[config.mk]
export PLATFORM = sky130hd
export DESIGN_NAME = ahb_slave_interface
export DESIGN_NICKNAME = d
export VERILOG_FILES = /design/src/rtl/ahb_slave_interface.sv
export SDC_FILE = /design/constraint.sdc
export NUM_CORES = 1
export LEC_CHECK = 0
export ABC_AREA = 1
export BUFFER_PORTS_ARGS = -buffer_cell sky130_fd_sc_hd__buf_4
export CORE_MARGIN = 3
export CORE_UTILIZATION = 60
export DETAILED_ROUTE_END_ITERATION = 8
export PLACE_DENSITY = 0.83
export SKIP_CTS_REPAIR_TIMING = 1
export SLEW_MARGIN = 40
export SYNTH_ARGS = -nofsm -noshare
export SYNTH_HDL_FRONTEND = slang
export SYNTH_SLANG_ARGS = --single-unit
[constraint.sdc]
create_clock -name hclk -period 2.92 [get_ports hclk]
set_input_delay 0.292 -clock hclk [delete_from_list [all_inputs] [get_ports hclk]]
set_output_delay 0.292 -clock hclk [all_outputs]
set_load 0.01 [all_outputs]
[src/rtl/ahb_slave_interface.sv]
// AHB slave backed by a word-addressed register file.
// Programmable wait states; two-cycle ERROR for illegal addresses.
module ahb_slave_interface #(
  parameter int MEM_DEPTH   = 16,
  parameter int WAIT_STATES = 1
) (
  input  logic        hclk,
  input  logic        hresetn,
  input  logic        hsel,
  input  logic [31:0] haddr,
  input  logic        hwrite,
  input  logic [1:0]  htrans,
  input  logic [31:0] hwdata,
  output logic [31:0] hrdata,
  output logic        hready,
  output logic [1:0]  hresp
);

  localparam int IDX_W = $clog2(MEM_DEPTH);

  typedef enum logic [2:0] {
    ST_IDLE,
    ST_WAIT,
    ST_RESP,
    ST_ERR1,
    ST_ERR2
  } state_t;

  state_t             r_state;
  state_t             w_next;
  logic [3:0]         r_cnt;
  logic [3:0]         w_cnt_nxt;
  logic [IDX_W-1:0]   r_idx;
  logic               r_write;
  logic [31:0]        r_hrdata;
  logic [31:0]        r_mem [MEM_DEPTH];

  logic               w_ready;
  logic               w_accept;
  logic               w_legal;
  logic [IDX_W-1:0]   w_idx;
  logic [IDX_W-1:0]   w_ld_idx;
  logic               w_ld_wr;
  logic               w_commit;
  logic               w_rd_load;
  logic [31:0]        w_rd_val;
  logic               w_unused;

  assign w_unused = htrans[0];

  assign w_ready  = (r_state == ST_IDLE) ||
                    (r_state == ST_RESP) ||
                    (r_state == ST_ERR2);
  assign w_accept = w_ready && hsel && htrans[1];
  assign w_idx    = haddr[2+IDX_W-1:2];
  assign w_legal  = (haddr[1:0] == 2'b00) &&
                    (haddr[31:2+IDX_W] == '0);

  always_comb begin
    w_next    = r_state;
    w_cnt_nxt = r_cnt;
    unique case (r_state)
      ST_WAIT: begin
        if (r_cnt == 4'd0) w_next = ST_RESP;
        else               w_cnt_nxt = r_cnt - 4'd1;
      end
      ST_ERR1: w_next = ST_ERR2;
      default: begin
        if (w_accept) begin
          if (!w_legal) begin
            w_next = ST_ERR1;
          end else if (WAIT_STATES > 0) begin
            w_next    = ST_WAIT;
            w_cnt_nxt = 4'(WAIT_STATES - 1);
          end else begin
            w_next = ST_RESP;
          end
        end else begin
          w_next = ST_IDLE;
        end
      end
    endcase
  end

  // RESP is entered either from WAIT (captured transfer) or directly on accept
  assign w_ld_idx  = (r_state == ST_WAIT) ? r_idx : w_idx;
  assign w_ld_wr   = (r_state == ST_WAIT) ? r_write : hwrite;
  assign w_commit  = (r_state == ST_RESP) && r_write;
  assign w_rd_load = (w_next == ST_RESP) && !w_ld_wr;
  assign w_rd_val  = (w_commit && (r_idx == w_ld_idx)) ?
                     hwdata : r_mem[w_ld_idx];

  always_ff @(posedge hclk) begin
    if (!hresetn) begin
      r_state  <= ST_IDLE;
      r_cnt    <= 4'd0;
      r_idx    <= '0;
      r_write  <= 1'b0;
      r_hrdata <= 32'd0;
      for (int i = 0; i < MEM_DEPTH; i++) r_mem[i] <= 32'd0;
    end else begin
      r_state <= w_next;
      r_cnt   <= w_cnt_nxt;
      if (w_accept) begin
        r_idx   <= w_idx;
        r_write <= hwrite;
      end
      if (w_commit)  r_mem[r_idx] <= hwdata;
      if (w_rd_load) r_hrdata     <= w_rd_val;
    end
  end

  assign hready = w_ready;
  assign hresp  = ((r_state == ST_ERR1) || (r_state == ST_ERR2)) ?
                  2'b01 : 2'b00;
  assign hrdata = r_hrdata;

endmodule
[Word level (Yosys, flattened, before mapping)]
Memory sizes are Yosys's and may differ from the RTL's. A register that Yosys moved wholly into a read port is not among the register bits.
Cells that the tools add are included.
Cells by class
  div/mod/pow operators: 0
  $add $sub $neg: 1
  reduce and logical (&&, ||, !) cells: 18
  equal/unequal tests: 6
  multiply operators: 0
  $lt $le $gt $ge: 0
  shift-type cells: 0
  mux-type cells: 18
  bitwise gates (word level): 1
Operator list (number)
  2-to-1 mux 32 bit: 1
  OR reduction 32 bit: 1
  logical NOT 26 bit: 1
  2-to-1 mux 4 bit: 5
  == test 3 x 2 -> 1 bit (second input constant): 3
  one-hot mux 4 bit (2 select lines): 1
  2-to-1 mux 1 bit: 7
  2-to-1 mux 3 bit: 2
  one-hot mux 3 bit (2 select lines): 1
  logical AND 1 bit: 5
  logical NOT 4 bit: 1
  AND reduction 4 bit: 1
  nonzero test 2 bit: 2
  subtractor 4 x 1 -> 4 bit (second input constant): 1
  == test 3 x 1 -> 1 bit (second input constant): 1
  == test 3 bit (second input constant): 1
  logical NOT 3 bit: 1
  logical OR 1 bit: 3
  logical NOT 1 bit: 2
  logical NOT 2 bit: 1
  2-to-1 mux 2 bit: 1
  != test 2 bit (second input constant): 1
  NOT 1 bit: 1
Word-level totals
  input bits: 70
  flip-flop bits (word level): 12
  bits in writable memories: 512
  latch bits: 0
  bits in read-only memories: 0
  memories: 1
  logic and storage cells: 49
Memory list
  r_mem: depth 16, width 32, rd ports 1, clocked after memory_dff 1, wr ports 16, RTL line 36  | logic [31:0] r_mem [MEM_DEPTH];

[Longest topological paths before layout]
Gate-level depths: netlist (run 1).
  depth after elaboration: 9
  gate-level depth with buffers: 13

[Worst setup path after synthesis (run 1)]
OpenSTA, ideal clock, no wires.
  path kind: register -> register
  start point: reg r_state[1]
  end point: mem r_mem[14][0] (enable)
  required time: 2.531 ns
  stages on the path, launching flop included: 8
  data arrival time: 2.044 ns
  path buffers: 1
  slack: 0.487 ns
  path through: dfxtp_1 inv_2 nor3_1 nand3_1 nor3_1 nand2_1 clkbuf_1 nand2_1
RTL lines
  start, declared: RTL line 29  | state_t r_state;
  start signal, assigned: RTL line 102  | r_state <= w_next;
  end, declared: RTL line 36

==> results of run 1 <==
-- path summary, 6_finish.rpt --
kind | endpoint | depth (start not counted) | slack [ns] | from
hold reg to reg | r_cnt[1]$_SDFFE_PN0P_ | 2 | 0.48 | r_cnt[1]$_SDFFE_PN0P_
setup / recovery | r_mem[2][19]$_SDFFCE_PN0P_ | 7 | 0.48 | r_state[1]$_SDFF_PN0_
setup reg to reg | r_mem[2][19]$_SDFFCE_PN0P_ | 7 | 0.48 | r_state[1]$_SDFF_PN0_
hold / removal | r_idx[0]$_SDFFE_PN0P_ | 3 | 0.03 | haddr[2]
-- Yosys cell counts, types with 3 or more instances --
cell type    n  share of area [%]
nor2_1     600                8.5
nand3_1    518                9.7
edfxtp_1   512                 58
inv_1      497                7.0
nand2_1    465                6.6
clkbuf_1   126                1.8
nand3b_1    96                2.7
buf_2       67                1.3
dfxtp_1     44                3.3
a21oi_1     13               0.24
buf_1       11               0.15
o21ai_0     10               0.19
nor3_1       6               0.11
buf_4        5               0.14
nand4_1      4              0.094
buf_6        3               0.13
-- cell families (layout without fill, tap and decap cells) --
logic type               after synthesis  count (layout)  share of synthesized area [%]
AO/OA/AOI/OAI                         26              26                         0.6011
flip-flops                           556             556                          61.01
AND/OR/NAND/NOR                     1692            1692                          27.73
adder cells (fa/ha/maj)                2               2                        0.09390
other                                  1               1                        0.01407
XOR/XNOR                               2               2                        0.06576
buffers and inverters                711             783                          10.49
-- metal layers --
layer,share of wire (%),vias up
met1,34,10060
met3,13,297
li1,-,9564
met5,0,-
met2,48,1574
met4,4.7,0
-- where the power goes --
part	switching, µW	leakage [µW]	internal [µW]
registers	85.1	0.00564	8940
clock network	2970	0.000893	4140
logic	1300	0.00684	589
total	4350	0.0134	13700
-- layout by cell type, fill, tap and decap left out, types with 3 or more instances in the layout --
master	count
a21oi_1	13
buf_12	31
buf_4	152
bufinv_16	3
clkbuf_1	16
clkbuf_16	57
clkbuf_8	12
clkinv_1	6
clkinv_2	5
dfxtp_1	44
edfxtp_1	512
inv_1	496
nand2_1	447
nand2_2	16
nand3_1	518
nand3b_1	96
nand4_1	4
nor2_1	600
nor3_1	6
o21ai_0	7
o21ai_4	5
-- registers in the layout (all words and copies together), names as in the netlist --
signal   flops
r_cnt        4
r_write      1
r_mem      512
r_idx        4
hrdata      32
r_state      3
-- layout make-up --
type                            instances  area [µm²]
Tap cell                              585       732.0
Fill cell                            3029       13320
Inverter                              499        1876
Multi-Input combinational cell       1723        7691
Clock inverter                         16       170.2
Timing Repair Buffer                  183        1762
Clock buffer                           85        1652
Sequential cell                       556       16260
-- metrics by stage --
step	power, µW	hold slack, ns	utilization (%)	instance area (µm²)
detailed placement	11000	0.4718	65.16	28320
finish	18020	0.02894	69.35	30140
global placement	10920	0.4589	65.15	28310
CTS	18000	-0.01051	69.35	30140
global route	18560	0.03889	69.35	30140
floorplan	10300	0.4304	-	26640
-- tightest hold or removal path, stage by stage --
cell and delay, ns:
buf_4 0.11, o21ai_0 0.08, a21oi_1 0.11
==> results.sh, run 1 <==
export IMPL_status="completed"
export IMPL_slew_violations=0
export IMPL_clk_root_buffer_cell="clkbuf_16"
export IMPL_cp_common_cell="nor3_1"
export IMPL_path_cells="inv_2, nor3_1, nand3_1, nor3_1, nand2_1, nand2_2, buf_12"
export IMPL_drc=0
export IMPL_cpLargestDelayFamily="simple AND/OR/NAND/NOR gates"
export IMPL_hpwlAfterDp_um=41340
export IMPL_grt_start_max_net_pins=129
export IMPL_core_um2=43460
export IMPL_rsz0062_at_grt="no"
export IMPL_grt_busiest_layer="met2"
export IMPL_period_needed_ns=2.445
export IMPL_power_leakage_uw=0.01336
export IMPL_synth_seq_area_share_pct=61.01
export IMPL_cts_sinks=556
export IMPL_wl_um=75600
export IMPL_clk_latency_ns=0.63
export IMPL_fin_setup_tns_ns=0
export IMPL_grt_pass1_vias=21340
export IMPL_grt_use_met2_pct=52.76
export IMPL_gr_usage_met3_pct=6.451
export IMPL_worst_slack_ns=0.4750
export IMPL_crit_path_end_kind="flop"
export IMPL_cts_htree_levels=2
export IMPL_nets=3090
export IMPL_drive_above_1_share_pct=9.504
export IMPL_finalClockSkew_ns=0.02480
export IMPL_async_flop_share_pct=0
export IMPL_yosys_warnings=0
export IMPL_required_ns=3.23
export IMPL_syn_avg_cell_area_um2=8.911
export IMPL_antenna_found_initial=0
export IMPL_dp_slack_ns=0.4761
export IMPL_portBuffers=102
export IMPL_vias_per_cell=5.893
export IMPL_hold_path_class="input port to flop"
export IMPL_drv_cap=0
export IMPL_max_freq_ghz=0.4090
export IMPL_cts_buffer_depth=3
export IMPL_synth_edff_count=512
export IMPL_track_usage_pct=32.03
export IMPL_clk_pin_slew_worst_paths_ns=0.06
export IMPL_grt_ovfl_total=0
export IMPL_syn_nets=3062
export IMPL_worst_ep_arrival_time_ns=2.76
export IMPL_slew_headroom_pct=40.71
export IMPL_antenna_cells=0
export IMPL_synth_seq_cells=556
export IMPL_synth_cell_types=26
export IMPL_critPathSlowestCell="nor3_1"
export IMPL_die_y_um=216.7
export IMPL_gp_congestion=0.8369
export IMPL_drt_pass1_iterations=5
export IMPL_grt_pass1_wl_um=115700
export IMPL_tightestPinTransition_ns=0.8884
export IMPL_met1_usage_pct=40.28
export IMPL_wl_per_cell_um=20.73
export IMPL_irDropWorstVdd_uv=490.4
export IMPL_drt_iter0_markers=3297
export IMPL_syn_to_final_growth_pct=13.11
export IMPL_final_setup_viol_count=0
export IMPL_synth_cells=2990
export IMPL_dpl_cell_count=3546
export IMPL_die_area_um2=46970
export IMPL_die_w_um=216.7
export IMPL_final_cells=3647
export IMPL_worst_path_largest_cell_delay_ns=0.52
export IMPL_start_kind="flop"
export IMPL_fin_crit_sh_pct=83.73
export IMPL_synthesis_area_um2=26640
export IMPL_ys_flop_type="edfxtp_1"
export IMPL_cts_tree="built"
export IMPL_start_util_pct=61.31
export IMPL_hold_viol=0
export IMPL_dr_total_vias=21490
export IMPL_numCtsBuffers=55
export IMPL_cp_num_buf_inv=2
export IMPL_path_class="flop to flop"
export IMPL_rows=76
export IMPL_ios=105
export IMPL_cellPowerDensity_nw_per_um2=597.8
export IMPL_path_max_fanout=12
export IMPL_ant_nets=0
Power figures use the tool's default switching activity.
==> inputs of run 2 (changes only) <==
clock period = 2.4 ns   (was 2.92 ns; I/O delays follow)
==> run 2 against run 1 <==
Against the previous run: the run now ends with negative hold slack left; die area did not move; largest cell class unchanged; cell area rose by 0.69%; fmax rose by 5.3%; flip-flop and latch count did not move; power rose by 23%.
==> results.sh, run 2 (synthesis results as in run 1) <==
export IMPL_irDropWorstVdd_uv=638.9
export IMPL_path_class="flop to flop"
export IMPL_ant_nets=0
export IMPL_core_um2=43460
export IMPL_portBuffers=102
export IMPL_max_freq_ghz=0.4306
export IMPL_cts_tree="built"
export IMPL_switchingPower_uw=5492
export IMPL_drv_cap=0
export IMPL_antenna_found_initial=0
export IMPL_start_util_pct=61.31
export IMPL_rr_endpoint="hrdata[10]$_SDFFE_PN0P_"
export IMPL_multiInputGateArea_um2=7701
export IMPL_switching_share_pct=24.79
export IMPL_tightestPinTransition_ns=0.6353
export IMPL_final_setup_viol_count=0
export IMPL_hpwlAfterDp_um=41260
export IMPL_start_kind="flop"
export IMPL_grt_ovfl_total=0
export IMPL_hold_viol=1
export IMPL_dr_total_vias=21720
export IMPL_finalClockSkew_ns=0.02404
export IMPL_cts_htree_levels=2
export IMPL_rows=76
export IMPL_final_cells=3670
export IMPL_largest_reg_flops=512
export IMPL_dp_slack_ns=-0.01784
export IMPL_seqCellArea_um2=16260
export IMPL_antenna_cells=0
export IMPL_dpl_cell_count=3552
export IMPL_reg2reg_depth=10
export IMPL_period_needed_ns=2.322
export IMPL_status="complete, but fails checks"
export IMPL_clk_pin_slew_worst_paths_ns=0.06
export IMPL_power_frac_comb_pct=10.5
export IMPL_hold_path_class="input port to flop"
export IMPL_reg2reg_from="r_state[2]$_SDFF_PN0_"
export IMPL_fillers=3058
export IMPL_fin_crit_sh_pct=96.76
export IMPL_gp_congestion=0.8479
export IMPL_violations="negative hold slack"
export IMPL_cellPowerDensity_nw_per_um2=730.1
export IMPL_die_area_um2=46970
export IMPL_reg2reg_slack_ns=0.08
export IMPL_p_int_uw=16660
export IMPL_drt_pass1_iterations=7
export IMPL_seqPwrFrac_pct=49.6
export IMPL_grt_pass1_vias=21710
export IMPL_grt_start_max_net_pins=106
export IMPL_cts_buffer_depth=3
export IMPL_placed_cell_area_um2=28350
export IMPL_path_max_fanout=21
export IMPL_power_leakage_uw=0.01346
export IMPL_track_usage_pct=32.61
export IMPL_layout_core_utilization_pct=69.83
export IMPL_die_w_um=216.7
export IMPL_wl_per_cell_um=21.15
export IMPL_slew_violations=0
export IMPL_clk_latency_ns=0.64
export IMPL_wl_um=77630
export IMPL_cp_startpoint="r_state[2]$_SDFF_PN0_"
export IMPL_slew_headroom_pct=57.65
export IMPL_final_cell_mix="nor2_1 (600), nand3_1 (518), edfxtp_1 (512)"
export IMPL_cts_sinks=556
export IMPL_whs_ns=-0.03939
export IMPL_drive_above_1_share_pct=9.984
export IMPL_clk_root_buffer_cell="clkbuf_16"
export IMPL_design_area_um2=30350
export IMPL_die_y_um=216.7
export IMPL_grt_pass1_wl_um=117400
export IMPL_p_clk_share_pct=40.0
export IMPL_worst_slack_ns=0.07765
export IMPL_top_register="r_mem"
export IMPL_drt_iter0_markers=3268
export IMPL_crit_path_end_kind="flop"
export IMPL_layout_commonest_cell="nor2_1"
export IMPL_nets=3110
export IMPL_vias_per_cell=5.918
export IMPL_worst_ep_arrival_time_ns=2.86
export IMPL_drc=0
export IMPL_syn_to_final_growth_pct=13.90
export IMPL_required_ns=2.94
export IMPL_numCtsBuffers=56
export IMPL_endpoint="hrdata[10]$_SDFFE_PN0P_"
export IMPL_ios=105
==> run 2: cell types whose count changed in the layout (fill, tap and decap cells not counted), moves of 2 or more <==
cell / previous run / this run
clkinvlp_4: 0 / 3
clkbuf_8: 12 / 0
buf_4: 152 / 164
clkinv_2: 5 / 9
clkinv_1: 6 / 14
clkbuf_1: 16 / 12
bufinv_16: 3 / 7
dlygate4sd3_1: 0 / 4
clkinv_4: 0 / 2
==> run 2: worst min path at each step <==
stage,from,to,slack [ns],cells after the start
final,haddr[3],r_idx[1]$_SDFFE_PN0P_,-0.04,3
after global routing,haddr[3],r_idx[1]$_SDFFE_PN0P_,0.004,3
after CTS,haddr[2],r_idx[0]$_SDFFE_PN0P_,-0.06,3
after detailed placement,r_write$_SDFFE_PN0P_,r_write$_SDFFE_PN0P_,0.48,2
after global placement,r_write$_SDFFE_PN0P_,r_write$_SDFFE_PN0P_,0.46,2
after floorplan,hresetn,r_write$_SDFFE_PN0P_,0.38,2
==> run 2: routing by layer <==
layer  share of wire, %  up-vias  routed length, µm  track usage [%]
met2                 47     1629              36610            53.04
met5                  0        -                  0                0
li1                   -     9608                  -                -
met1                 34    10110              26660            41.30
met3                 12      372               9581            6.004
met4                6.1        0               4774            19.02
==> run 2: metrics by stage <==
| stage | total power [µW] | setup TNS, ns |
|---|---|---|
| floorplan | 12540 | -6.372 |
| global placement | 13280 | 0 |
| detailed placement | 13380 | -0.02194 |
| CTS | 22060 | -0.1533 |
| global route | 22750 | -0.01149 |
| finish | 22160 | 0 |
==> run 2: power groups by stage <==
stage | sequential [µW] | clock (µW) | combinational [µW]
floorplan | 11200 | 0 | 1380
global placement | 11200 | 0 | 2130
detailed placement | 11200 | 0 | 2200
CTS | 11000 | 8860 | 2230
global route | 11000 | 9250 | 2500
finish | 11000 | 8860 | 2320
==> run 2: cell type report <==
cell class | count | share of cell area, %
clock inverter | 37 | 1.282
clock buffer | 68 | 4.766
inverter | 499 | 6.172
sequential | 556 | 53.57
tap | 585 | 2.412
timing repair buffer | 202 | 6.420
multi-input combinational | 1723 | 25.38
==> run 2: worst max-delay path, stage by stage, from the launching register on <==
cell	delay, ns
dfxtp_1	0.34
inv_1	0.14
nand3_4	0.19
buf_4	0.24
or2_1	0.31
a211oi_4	0.28
buf_12	0.16
buf_12	0.18
nand3_1	0.20
nand2_1	0.10
inv_1	0.04
